--- src/rtl/seq_divider_pkg.sv ---
// Shared definitions for the sequential signed divider.
//   div_state_t : controller state encoding
//   DIV_DW/VW   : default dividend/quotient and divisor/remainder widths
//   cond_neg    : conditional two's-complement negate, used both to take
//                 operand magnitudes and to re-apply result signs.
package div_pkg;

  localparam int DIV_DW = 32;
  localparam int DIV_VW = 16;

  // Working width of cond_neg; callers zero-extend into it and keep the
  // low bits.
  localparam int NEG_W = 64;

  typedef enum logic [1:0] {
    IDLE = 2'd0,
    PREP = 2'd1,
    ITER = 2'd2,
    FIX  = 2'd3
  } div_state_t;

  function automatic logic [NEG_W-1:0] cond_neg(input logic [NEG_W-1:0] v,
                                                input logic             neg);
    return neg ? (~v + NEG_W'(1)) : v;
  endfunction

endpackage

--- src/rtl/seq_divider_if.sv ---
// Operand/result bundle of the sequential divider.
//   master : drives start/dividend/divisor, observes status and results
//   slave  : the divider side
interface seq_divider_if #(
  parameter int DW = 32,
  parameter int VW = 16
);
  logic          start;
  logic [DW-1:0] dividend;
  logic [VW-1:0] divisor;
  logic          busy;
  logic          done;
  logic [DW-1:0] quotient;
  logic [VW-1:0] remainder;
  logic          div_by_zero;
  logic          overflow;

  modport master (
    output start, dividend, divisor,
    input  busy, done, quotient, remainder, div_by_zero, overflow
  );

  modport slave (
    input  start, dividend, divisor,
    output busy, done, quotient, remainder, div_by_zero, overflow
  );
endinterface

--- src/rtl/seq_divider.sv ---
// Multi-cycle signed divider, restoring algorithm, one quotient bit per clock.
// Ports:
//   clk   : system clock, rising edge
//   rst_n : asynchronous active-low reset
//   bus   : seq_divider_if slave (start/dividend/divisor in; busy, done,
//           quotient, remainder, div_by_zero, overflow out)
//
// state | meaning
// IDLE  | waiting for start; results and flags hold
// PREP  | divide-by-zero trap or load operand magnitudes
// ITER  | DW shift/subtract steps
// FIX   | apply signs, raise done
module seq_divider
  import div_pkg::*;
#(
  parameter int DW = DIV_DW,
  parameter int VW = DIV_VW
) (
  input logic          clk,
  input logic          rst_n,
  seq_divider_if.slave bus
);

  localparam int CW = $clog2(DW);

  div_state_t    state_q, state_d;
  logic [CW-1:0] cnt_q, cnt_d;
  logic [DW-1:0] dvd_q, dvd_d;
  logic [VW-1:0] dvs_q, dvs_d;
  logic [DW-1:0] qreg_q, qreg_d;
  logic [VW:0]   part_q, part_d;
  logic [VW-1:0] dmag_q, dmag_d;
  logic          sgn_q_q, sgn_q_d;
  logic          sgn_r_q, sgn_r_d;
  logic          ovf_cand_q, ovf_cand_d;
  logic          busy_q, busy_d;
  logic          done_q, done_d;
  logic [DW-1:0] quot_q, quot_d;
  logic [VW-1:0] rem_q, rem_d;
  logic          dbz_q, dbz_d;
  logic          ovf_q, ovf_d;

  logic [DW-1:0]       dvd_abs, quo_sgn;
  logic [VW-1:0]       dvs_abs, rem_sgn;
  logic [NEG_W-DW-1:0] dvd_spare_unused, quo_spare_unused;
  logic [NEG_W-VW-1:0] dvs_spare_unused, rem_spare_unused;

  // Magnitude of -2^(DW-1) wraps back to the unsigned pattern 2^(DW-1),
  // which the unsigned loop handles correctly.
  assign {dvd_spare_unused, dvd_abs} = cond_neg(NEG_W'(dvd_q), sgn_r_q);
  assign {dvs_spare_unused, dvs_abs} = cond_neg(NEG_W'(dvs_q), dvs_q[VW-1]);
  assign {quo_spare_unused, quo_sgn} = cond_neg(NEG_W'(qreg_q), sgn_q_q);
  assign {rem_spare_unused, rem_sgn} = cond_neg(NEG_W'(part_q[VW-1:0]), sgn_r_q);

  logic [VW:0]   p_sh;
  logic [DW-1:0] q_sh;
  logic [VW+1:0] diff;
  logic          fits;

  // A bit shifted out of part_q[VW] means the value already exceeds any
  // VW-bit magnitude, so the subtract always succeeds.
  assign p_sh = {part_q[VW-1:0], qreg_q[DW-1]};
  assign q_sh = {qreg_q[DW-2:0], 1'b0};
  assign diff = {1'b0, p_sh} - {2'b00, dmag_q};
  assign fits = part_q[VW] | ~diff[VW+1];

  always_comb begin
    state_d    = state_q;
    cnt_d      = cnt_q;
    dvd_d      = dvd_q;
    dvs_d      = dvs_q;
    qreg_d     = qreg_q;
    part_d     = part_q;
    dmag_d     = dmag_q;
    sgn_q_d    = sgn_q_q;
    sgn_r_d    = sgn_r_q;
    ovf_cand_d = ovf_cand_q;
    busy_d     = busy_q;
    done_d     = 1'b0;
    quot_d     = quot_q;
    rem_d      = rem_q;
    dbz_d      = dbz_q;
    ovf_d      = ovf_q;

    case (state_q)
      IDLE: begin
        if (bus.start) begin
          dvd_d      = bus.dividend;
          dvs_d      = bus.divisor;
          sgn_q_d    = bus.dividend[DW-1] ^ bus.divisor[VW-1];
          sgn_r_d    = bus.dividend[DW-1];
          ovf_cand_d = (bus.dividend == {1'b1, {(DW-1){1'b0}}}) &&
                       (bus.divisor == {VW{1'b1}});
          busy_d     = 1'b1;
          dbz_d      = 1'b0;
          ovf_d      = 1'b0;
          state_d    = PREP;
        end
      end
      PREP: begin
        if (dvs_q == '0) begin
          quot_d  = '0;
          rem_d   = '0;
          dbz_d   = 1'b1;
          done_d  = 1'b1;
          busy_d  = 1'b0;
          state_d = IDLE;
        end else begin
          qreg_d  = dvd_abs;
          dmag_d  = dvs_abs;
          part_d  = '0;
          cnt_d   = '0;
          state_d = ITER;
        end
      end
      ITER: begin
        part_d = fits ? diff[VW:0] : p_sh;
        qreg_d = {q_sh[DW-1:1], fits};
        cnt_d  = cnt_q + CW'(1);
        if (cnt_q == CW'(DW-1)) state_d = FIX;
      end
      FIX: begin
        quot_d  = quo_sgn;
        rem_d   = rem_sgn;
        ovf_d   = ovf_cand_q;
        done_d  = 1'b1;
        busy_d  = 1'b0;
        state_d = IDLE;
      end
      default: state_d = IDLE;
    endcase
  end

  always_ff @(posedge clk or negedge rst_n) begin
    if (!rst_n) begin
      state_q    <= IDLE;
      cnt_q      <= '0;
      dvd_q      <= '0;
      dvs_q      <= '0;
      qreg_q     <= '0;
      part_q     <= '0;
      dmag_q     <= '0;
      sgn_q_q    <= 1'b0;
      sgn_r_q    <= 1'b0;
      ovf_cand_q <= 1'b0;
      busy_q     <= 1'b0;
      done_q     <= 1'b0;
      quot_q     <= '0;
      rem_q      <= '0;
      dbz_q      <= 1'b0;
      ovf_q      <= 1'b0;
    end else begin
      state_q    <= state_d;
      cnt_q      <= cnt_d;
      dvd_q      <= dvd_d;
      dvs_q      <= dvs_d;
      qreg_q     <= qreg_d;
      part_q     <= part_d;
      dmag_q     <= dmag_d;
      sgn_q_q    <= sgn_q_d;
      sgn_r_q    <= sgn_r_d;
      ovf_cand_q <= ovf_cand_d;
      busy_q     <= busy_d;
      done_q     <= done_d;
      quot_q     <= quot_d;
      rem_q      <= rem_d;
      dbz_q      <= dbz_d;
      ovf_q      <= ovf_d;
    end
  end

  assign bus.busy        = busy_q;
  assign bus.done        = done_q;
  assign bus.quotient    = quot_q;
  assign bus.remainder   = rem_q;
  assign bus.div_by_zero = dbz_q;
  assign bus.overflow    = ovf_q;

endmodule

--- src/flat_wrapper.sv ---
// flat-port wrapper written by rule: the top's interface ports become plain ports
module seq_divider_flat import div_pkg::*;
#(
  parameter int DW = DIV_DW,
  parameter int VW = DIV_VW
)
  (clk, rst_n, bus_start, bus_dividend, bus_divisor, bus_busy, bus_done, bus_quotient, bus_remainder, bus_div_by_zero, bus_overflow);
  seq_divider_if #(.DW(DW), .VW(VW)) bus_i ();
  input logic clk;
  input logic rst_n;
  input wire logic [$bits(bus_i.start)-1:0] bus_start;
  input wire logic [$bits(bus_i.dividend)-1:0] bus_dividend;
  input wire logic [$bits(bus_i.divisor)-1:0] bus_divisor;
  output wire logic [$bits(bus_i.busy)-1:0] bus_busy;
  output wire logic [$bits(bus_i.done)-1:0] bus_done;
  output wire logic [$bits(bus_i.quotient)-1:0] bus_quotient;
  output wire logic [$bits(bus_i.remainder)-1:0] bus_remainder;
  output wire logic [$bits(bus_i.div_by_zero)-1:0] bus_div_by_zero;
  output wire logic [$bits(bus_i.overflow)-1:0] bus_overflow;
  assign bus_i.start = bus_start;
  assign bus_i.dividend = bus_dividend;
  assign bus_i.divisor = bus_divisor;
  assign bus_busy = bus_i.busy;
  assign bus_done = bus_i.done;
  assign bus_quotient = bus_i.quotient;
  assign bus_remainder = bus_i.remainder;
  assign bus_div_by_zero = bus_i.div_by_zero;
  assign bus_overflow = bus_i.overflow;
  seq_divider #(.DW(DW), .VW(VW)) u_core (.clk(clk), .rst_n(rst_n), .bus(bus_i));
endmodule
--- config.mk ---
export PLATFORM = sky130hd
export DESIGN_NAME = seq_divider_flat
export DESIGN_NICKNAME = d
export VERILOG_FILES = /design/src/rtl/seq_divider_pkg.sv /design/src/rtl/seq_divider_if.sv /design/src/rtl/seq_divider.sv /design/src/flat_wrapper.sv
export SDC_FILE = /design/constraint.sdc
export NUM_CORES = 1
export LEC_CHECK = 0
export CAP_MARGIN = 30
export CORE_MARGIN = 1
export CORE_UTILIZATION = 33
export CTS_BUF_LIST = sky130_fd_sc_hd__clkbuf_16
export DETAILED_ROUTE_END_ITERATION = 16
export GPL_ROUTABILITY_DRIVEN = 0
export PLACE_DENSITY_LB_ADDON = 0.3
export SYNTH_ARGS = -nofsm -noshare
export SYNTH_HDL_FRONTEND = slang
export SYNTH_SLANG_ARGS = --single-unit
--- constraint.sdc ---
create_clock -name clk -period 5.31 [get_ports clk]
set_input_delay 1.062 -clock clk [delete_from_list [all_inputs] [get_ports clk]]
set_output_delay 1.062 -clock clk [all_outputs]
set_load 0.1 [all_outputs]
==> results of run 1 <==
-- per-layer routing --
layer | vias up | routed length, um | share of wire [%]
met5 | - | 0 | 0
met4 | 0 | 231 | 0.95
met1 | 3685 | 13200 | 54
li1 | 3730 | - | -
met2 | 178 | 9870 | 41
met3 | 18 | 1050 | 4.3
-- cells by family (layout without fill, tap and decap cells) --
family	count (synthesis)	count (layout)
compound gates	261	261
xor+xnor	94	94
fa+ha+maj	23	23
buf+inv	89	176
flops	174	174
mux	47	47
simple gates	281	281
-- final cells by class --
class,instances,share of cell area [%]
Tap cell,384,4.13
Timing Repair Buffer,113,9.68
Clock buffer,17,3.66
Clock inverter,15,1.16
Multi-Input combinational cell,706,42.9
Sequential cell,174,37.5
Inverter,31,1.00
-- cells in the final DEF (no fill, tap or decap), types with 6 or more instances in the layout --
| master | synthesis | final |
|---|---|---|
| a21o_1 | 6 | 6 |
| clkdlybuf4s50_1 | 0 | 101 |
| or4_1 | 11 | 11 |
| o31ai_1 | 32 | 31 |
| xor2_1 | 80 | 80 |
| o21ai_0 | 71 | 71 |
| nor4_1 | 10 | 10 |
| o41ai_1 | 12 | 12 |
| inv_1 | 31 | 31 |
| nand3_1 | 29 | 29 |
| o2bb2ai_1 | 48 | 48 |
| a221o_1 | 16 | 16 |
| o211ai_1 | 17 | 17 |
| nor2_1 | 46 | 45 |
| clkbuf_16 | 0 | 17 |
| a21oi_1 | 20 | 19 |
| nor2b_1 | 10 | 9 |
| mux2_2 | 43 | 43 |
| or3_1 | 21 | 21 |
| dfrtp_1 | 174 | 174 |
| nand2_1 | 99 | 99 |
| buf_4 | 0 | 10 |
| o2111ai_1 | 7 | 7 |
| inv_6 | 0 | 6 |
| ha_1 | 22 | 22 |
| nand4_1 | 24 | 24 |
| nor3_1 | 9 | 9 |
| xnor2_1 | 14 | 14 |
-- flip-flops by register name, indices dropped and copies added (netlist names), 5 cells and up, named ones only --
name and count:
u_core.bus.remainder 16, u_core.cnt_q 5, u_core.part_q 17, u_core.qreg_q 32, u_core.dmag_q 16, u_core.dvd_q 32, u_core.dvs_q 16, u_core.bus.quotient 32
-- per-stage QoR --
step / cell area (sq um) / cells / hold slack, ps / worst slack, ps / util, %
3_5_place_dp: 11100 / 1408 / 472 / 2050 / 38.5
4_1_cts: 11600 / 1440 / 489 / 2170 / 40.5
6_report: 11600 / 1440 / 479 / 2190 / 40.5
3_3_place_gp: 11000 / 1407 / 460 / 2070 / 38.4
5_1_grt: 11600 / 1440 / 506 / 2120 / 40.5
2_1_floorplan: 9630 / 969 / 443 / 2800 / -
-- final timing paths --
check                                  startpoint                 to  slack, ps  cells past startpoint
worst max-delay path              u_core.bus.busy           bus_busy       2190                      1
worst min-delay path             u_core.dmag_q[4]   u_core.dmag_q[4]        480                      2
worst max register to register  u_core.part_q[11]  u_core.part_q[15]       2270                      7
worst min register to register   u_core.dmag_q[4]   u_core.dmag_q[4]        480                      2
max in group asynchronous                   rst_n    u_core.dvs_q[2]       3520                      2
min in group asynchronous                   rst_n    u_core.dvd_q[9]        690                      1
==> key figures, run 1 <==
STA
  – Period utilization: 58.8%
  – Final setup vio count: 0
  – Final Critical Period: 3120 ps
  – Fmax: 320 MHz
  – Final setup TNS: 0 ps
  – RSZ-0062 raised after global routing: no
  – Fin. max-slew vios: 0
  – Slew margin rel.: 33.9%
  – Setup Skew: 9.63 ps
  – Worst-margin pin slew: 988 ps
  – Final hold vios: 0

Layout
  – Multi-input logic area: 4990 sq um
  – Antenna Cells: 0
  – Fillcell total: 2858
  – Seq. cell area: 4350 sq um
  – Layout cells sized above 1: 9.66%
  – Final nets: 1117
  – P&R area growth vs syn: 20.6%

Logic synthesis
  – Most instantiated cells after synthesis: 174 x dfrtp_1, 99 x nand2_1, 80 x xor2_1, 71 x o21ai_0, 51 x clkbuf_1
  – Seq/Total Area, Yosys: 45.2%
  – Simple-gate share of the synthesized area: 14.5%
  – Area share of the largest cell type after synthesis: 45.2%
  – Mux cell area share after synthesis: 5.44%
  – Cell area after synthesis: 9630 sq um
  – Async S/R FF share, synth: 100%
  – Count leader, synth: dfrtp_1
  – Syn Inst Count: 969
  – Syn avg cell area: 9.94 sq um
  – Area leader, netlist: dfrtp_1
  – Adder-Cell Fraction of Synth Area: 3.06%
  – Seq cells post-synth: 174
  – Main synth FF type: dfrtp_1
  – Compound-Gate Fraction of Synth Area: 19.8%
  – Largest cells by area after synthesis: dfrtp_1 45%, xor2_1 7.3%, mux2_2 5.0%
  – Synth Area in XOR/XNOR: 8.55%
  – Largest family of logic cells by synthesized area: compound AO/OA/AOI/OAI gates
  – Synthesis Warnings: 0
  – Post-synth EDFFs: 0
  – Cell variety after synth: 61
  – Syn nets: 1043

Detailed routing
  – First-pass detailed-route iteration total: 5
  – Routed wire length: 24300 um
  – Via density per instance: 5.29
  – Detailed Route Iter0 Violations: 600
  – # DRC: 0
  – Vias: 7611
  – Routed len/inst: 16.9 um
  – Routed Antenna Nets: 0

Clock tree
  – Post-CTS Hold Fix Bufs: 0
  – Clock slew at reported path FFs: 70 ps
  – CTS tree: built
  – Post-CTS Setup Inserts: 0
  – Root Buffer: clkbuf_16
  – Later-pin clock latency in the skew report: 440 ps
  – Clock sinks: 174
  – Total clock buffers created by CTS: 17
  – CTS H-tree lvls: 4
  – Clock buffer depth: 2
  – Post_cts resized: 0

Job
  – Max_cap viols: 0

GRT
  – Congestion Overflow GR: 0
  – Top Usage Layer GRT: met1
  – Initial antenna violation count: 0
  – M1 GR Usage: 27.3%
  – Total GRT Usage: 16.9%
  – Vias in the first global route: 7225
  – Met3 GRT Util: 3.10%
  – First-pass GRT wire length: 40200 um
  – GR Layer Usage met2: 22.5%
  – Largest net degree at the start of global routing: 90

Floorplanning
  – Row count: 62
  – Starting Density: 33.6%
  – CORE AREA: 28700 sq um
  – Die area: 29900 sq um
  – # IOs: 103
  – Die height: 173 um
  – DIE WIDTH: 173 um

Hold path
  – HP Class: reg2reg

Setup path
  – Crit-path max FO: 2
  – Crit path buffers/inverters: 1
  – Critical Path Max Stage Delay: 1180 ps
  – Critical path's top delay family: buffers and inverters
  – Worst setup EP type: output port
  – CP arrival: 2060 ps
  – WP data required: 4250 ps
  – Setup crit start kind: register
  – Crit-path cells: clkdlybuf4s50_1
  – Crit Path Class: reg2out
  – Crit-path slowest cell: clkdlybuf4s50_1

Run status
  – Status: finished clean

Placement
  – I/O Buffers: 102
  – Dpl hpwl: 17900 um
Power of run 1 is not shown: default switching activity piles up to over one toggle a cycle in this logic, so the estimate is an artifact.
==> run 2: changes to the inputs <==
Clock period 5.31 ns to 2.7 ns, I/O delays scaled along.
==> key figures, run 2 (synthesized netlist as in run 1, its figures left out) <==
STA
  – Slew margin rel.: 50.6%
  – Worst-margin pin slew: 740 ps
  – Fin. max-slew vios: 0
  – RSZ-0062 raised after global routing: no
  – Final setup TNS: 0 ps
  – Final hold vios: 0
  – Setup Skew: 11.3 ps
  – Fmax: 387 MHz
  – Final WS setup: 118 ps
  – Period utilization: 95.6%
  – Final setup vio count: 0
  – Final Critical Period: 2580 ps

Clock tree
  – Clock sinks: 174
  – Later-pin clock latency in the skew report: 430 ps
  – Post-CTS Hold Fix Bufs: 0
  – Post-CTS Setup Inserts: 0
  – Root Buffer: clkbuf_16
  – Clock buffer depth: 2
  – Clock slew at reported path FFs: 70 ps
  – Post_cts resized: 0
  – Total clock buffers created by CTS: 17
  – CTS tree: built
  – CTS H-tree lvls: 4

Floorplanning
  – Die area: 29900 sq um
  – Starting Density: 33.6%
  – # IOs: 103
  – Row count: 62
  – Die height: 173 um
  – CORE AREA: 28700 sq um
  – DIE WIDTH: 173 um

Placement
  – Dpl hpwl: 18700 um
  – Placed inst area: 11300 sq um
  – Setup WS pre-CTS: 151 ps
  – I/O Buffers: 102

Layout
  – Final nets: 1154
  – Fillcell total: 2799
  – Commonest non-fill, non-tap cells in the layout: 174 x dfrtp_1, 99 x nand2_1, 91 x buf_4
  – Antenna Cells: 0
  – Layout cells sized above 1: 17.2%
  – Most common cell after layout, fill and taps aside: dfrtp_1
  – P&R area growth vs syn: 23.2%
  – Finished Cell Area: 11900 sq um

GRT
  – First-pass GRT wire length: 41800 um
  – Vias in the first global route: 7593
  – Total GRT Usage: 17.5%
  – Initial antenna violation count: 0
  – Congestion Overflow GR: 0
  – Largest net degree at the start of global routing: 66

Setup path
  – Crit Path Class: reg2reg
  – Setup crit start kind: register
  – Worst setup EP type: register
  – Crit-path max FO: 6
  – CP arrival: 2890 ps
  – WP data required: 3010 ps

Detailed routing
  – Via density per instance: 5.26
  – Routed wire length: 25200 um
  – First-pass detailed-route iteration total: 5
  – Detailed Route Iter0 Violations: 448
  – Routed Antenna Nets: 0
  – Routed len/inst: 17.1 um
  – # DRC: 0
  – Vias: 7759

Run status
  – Status: finished clean

Hold path
  – HP Class: in2async

Job
  – Max_cap viols: 0
-- run 2: critical path, stage by stage (launching register included) --
cell and delay (ps):
dfrtp_1 470, or4_1 590, or3_1 340, or3_1 370
o31ai_1 370, xnor2_1 230, o2bb2ai_1 90
-- run 2: final timing paths --
kind / slack [ps] / from / cells past startpoint / endpoint
setup / recovery: 120 / u_core.qreg_q[24] / 6 / u_core.bus.quotient[31]
setup reg to reg: 120 / u_core.qreg_q[24] / 6 / u_core.bus.quotient[31]
hold / removal: 80 / rst_n / 1 / u_core.dvd_q[8]
min in group clk: 480 / u_core.bus.busy / 1 / u_core.bus.busy
max in group asynchronous: 1870 / rst_n / 2 / u_core.part_q[1]
hold reg to reg: 480 / u_core.bus.busy / 1 / u_core.bus.busy
-- run 2: metrics by stage --
stage / util (%) / cells / hold WS (ps)
floorplan: - / 969 / 244
global placement: 39.4 / 1445 / 462
detailed placement: 39.4 / 1445 / 469
CTS: 41.3 / 1476 / 97.1
global route: 41.4 / 1476 / 120
finish: 41.4 / 1476 / 80.2
-- run 2: layout make-up --
| type | count | area, sq um | area share, % |
|---|---|---|---|
| multi-input combinational | 706 | 5000 | 42.1 |
| sequential | 174 | 4350 | 36.7 |
| timing repair buffer | 150 | 1370 | 11.5 |
| tap | 384 | 480 | 4.05 |
| clock buffer | 17 | 425 | 3.58 |
| clock inverter | 14 | 128 | 1.08 |
| inverter | 31 | 116 | 0.980 |
-- run 2: routing by layer --
metal  vias to the layer above  global-route usage [%]  routed length (um)
li1                       3808                       -                   -
met2                       177                    23.8               10200
met3                        18                    2.97                1140
met5                         -                       0                   0
met1                      3756                    27.9               13600
met4                         0                    4.46                 253
Power of run 2 is left out for the same reason.
==> run 3: changes to the inputs <==
Settings changed: CTS_CLUSTER_SIZE set to 40.
==> results of run 3 <==
The final DEF is identical to that of run 2; final timing and power are the same.
Power of run 3 is left out for the same reason.
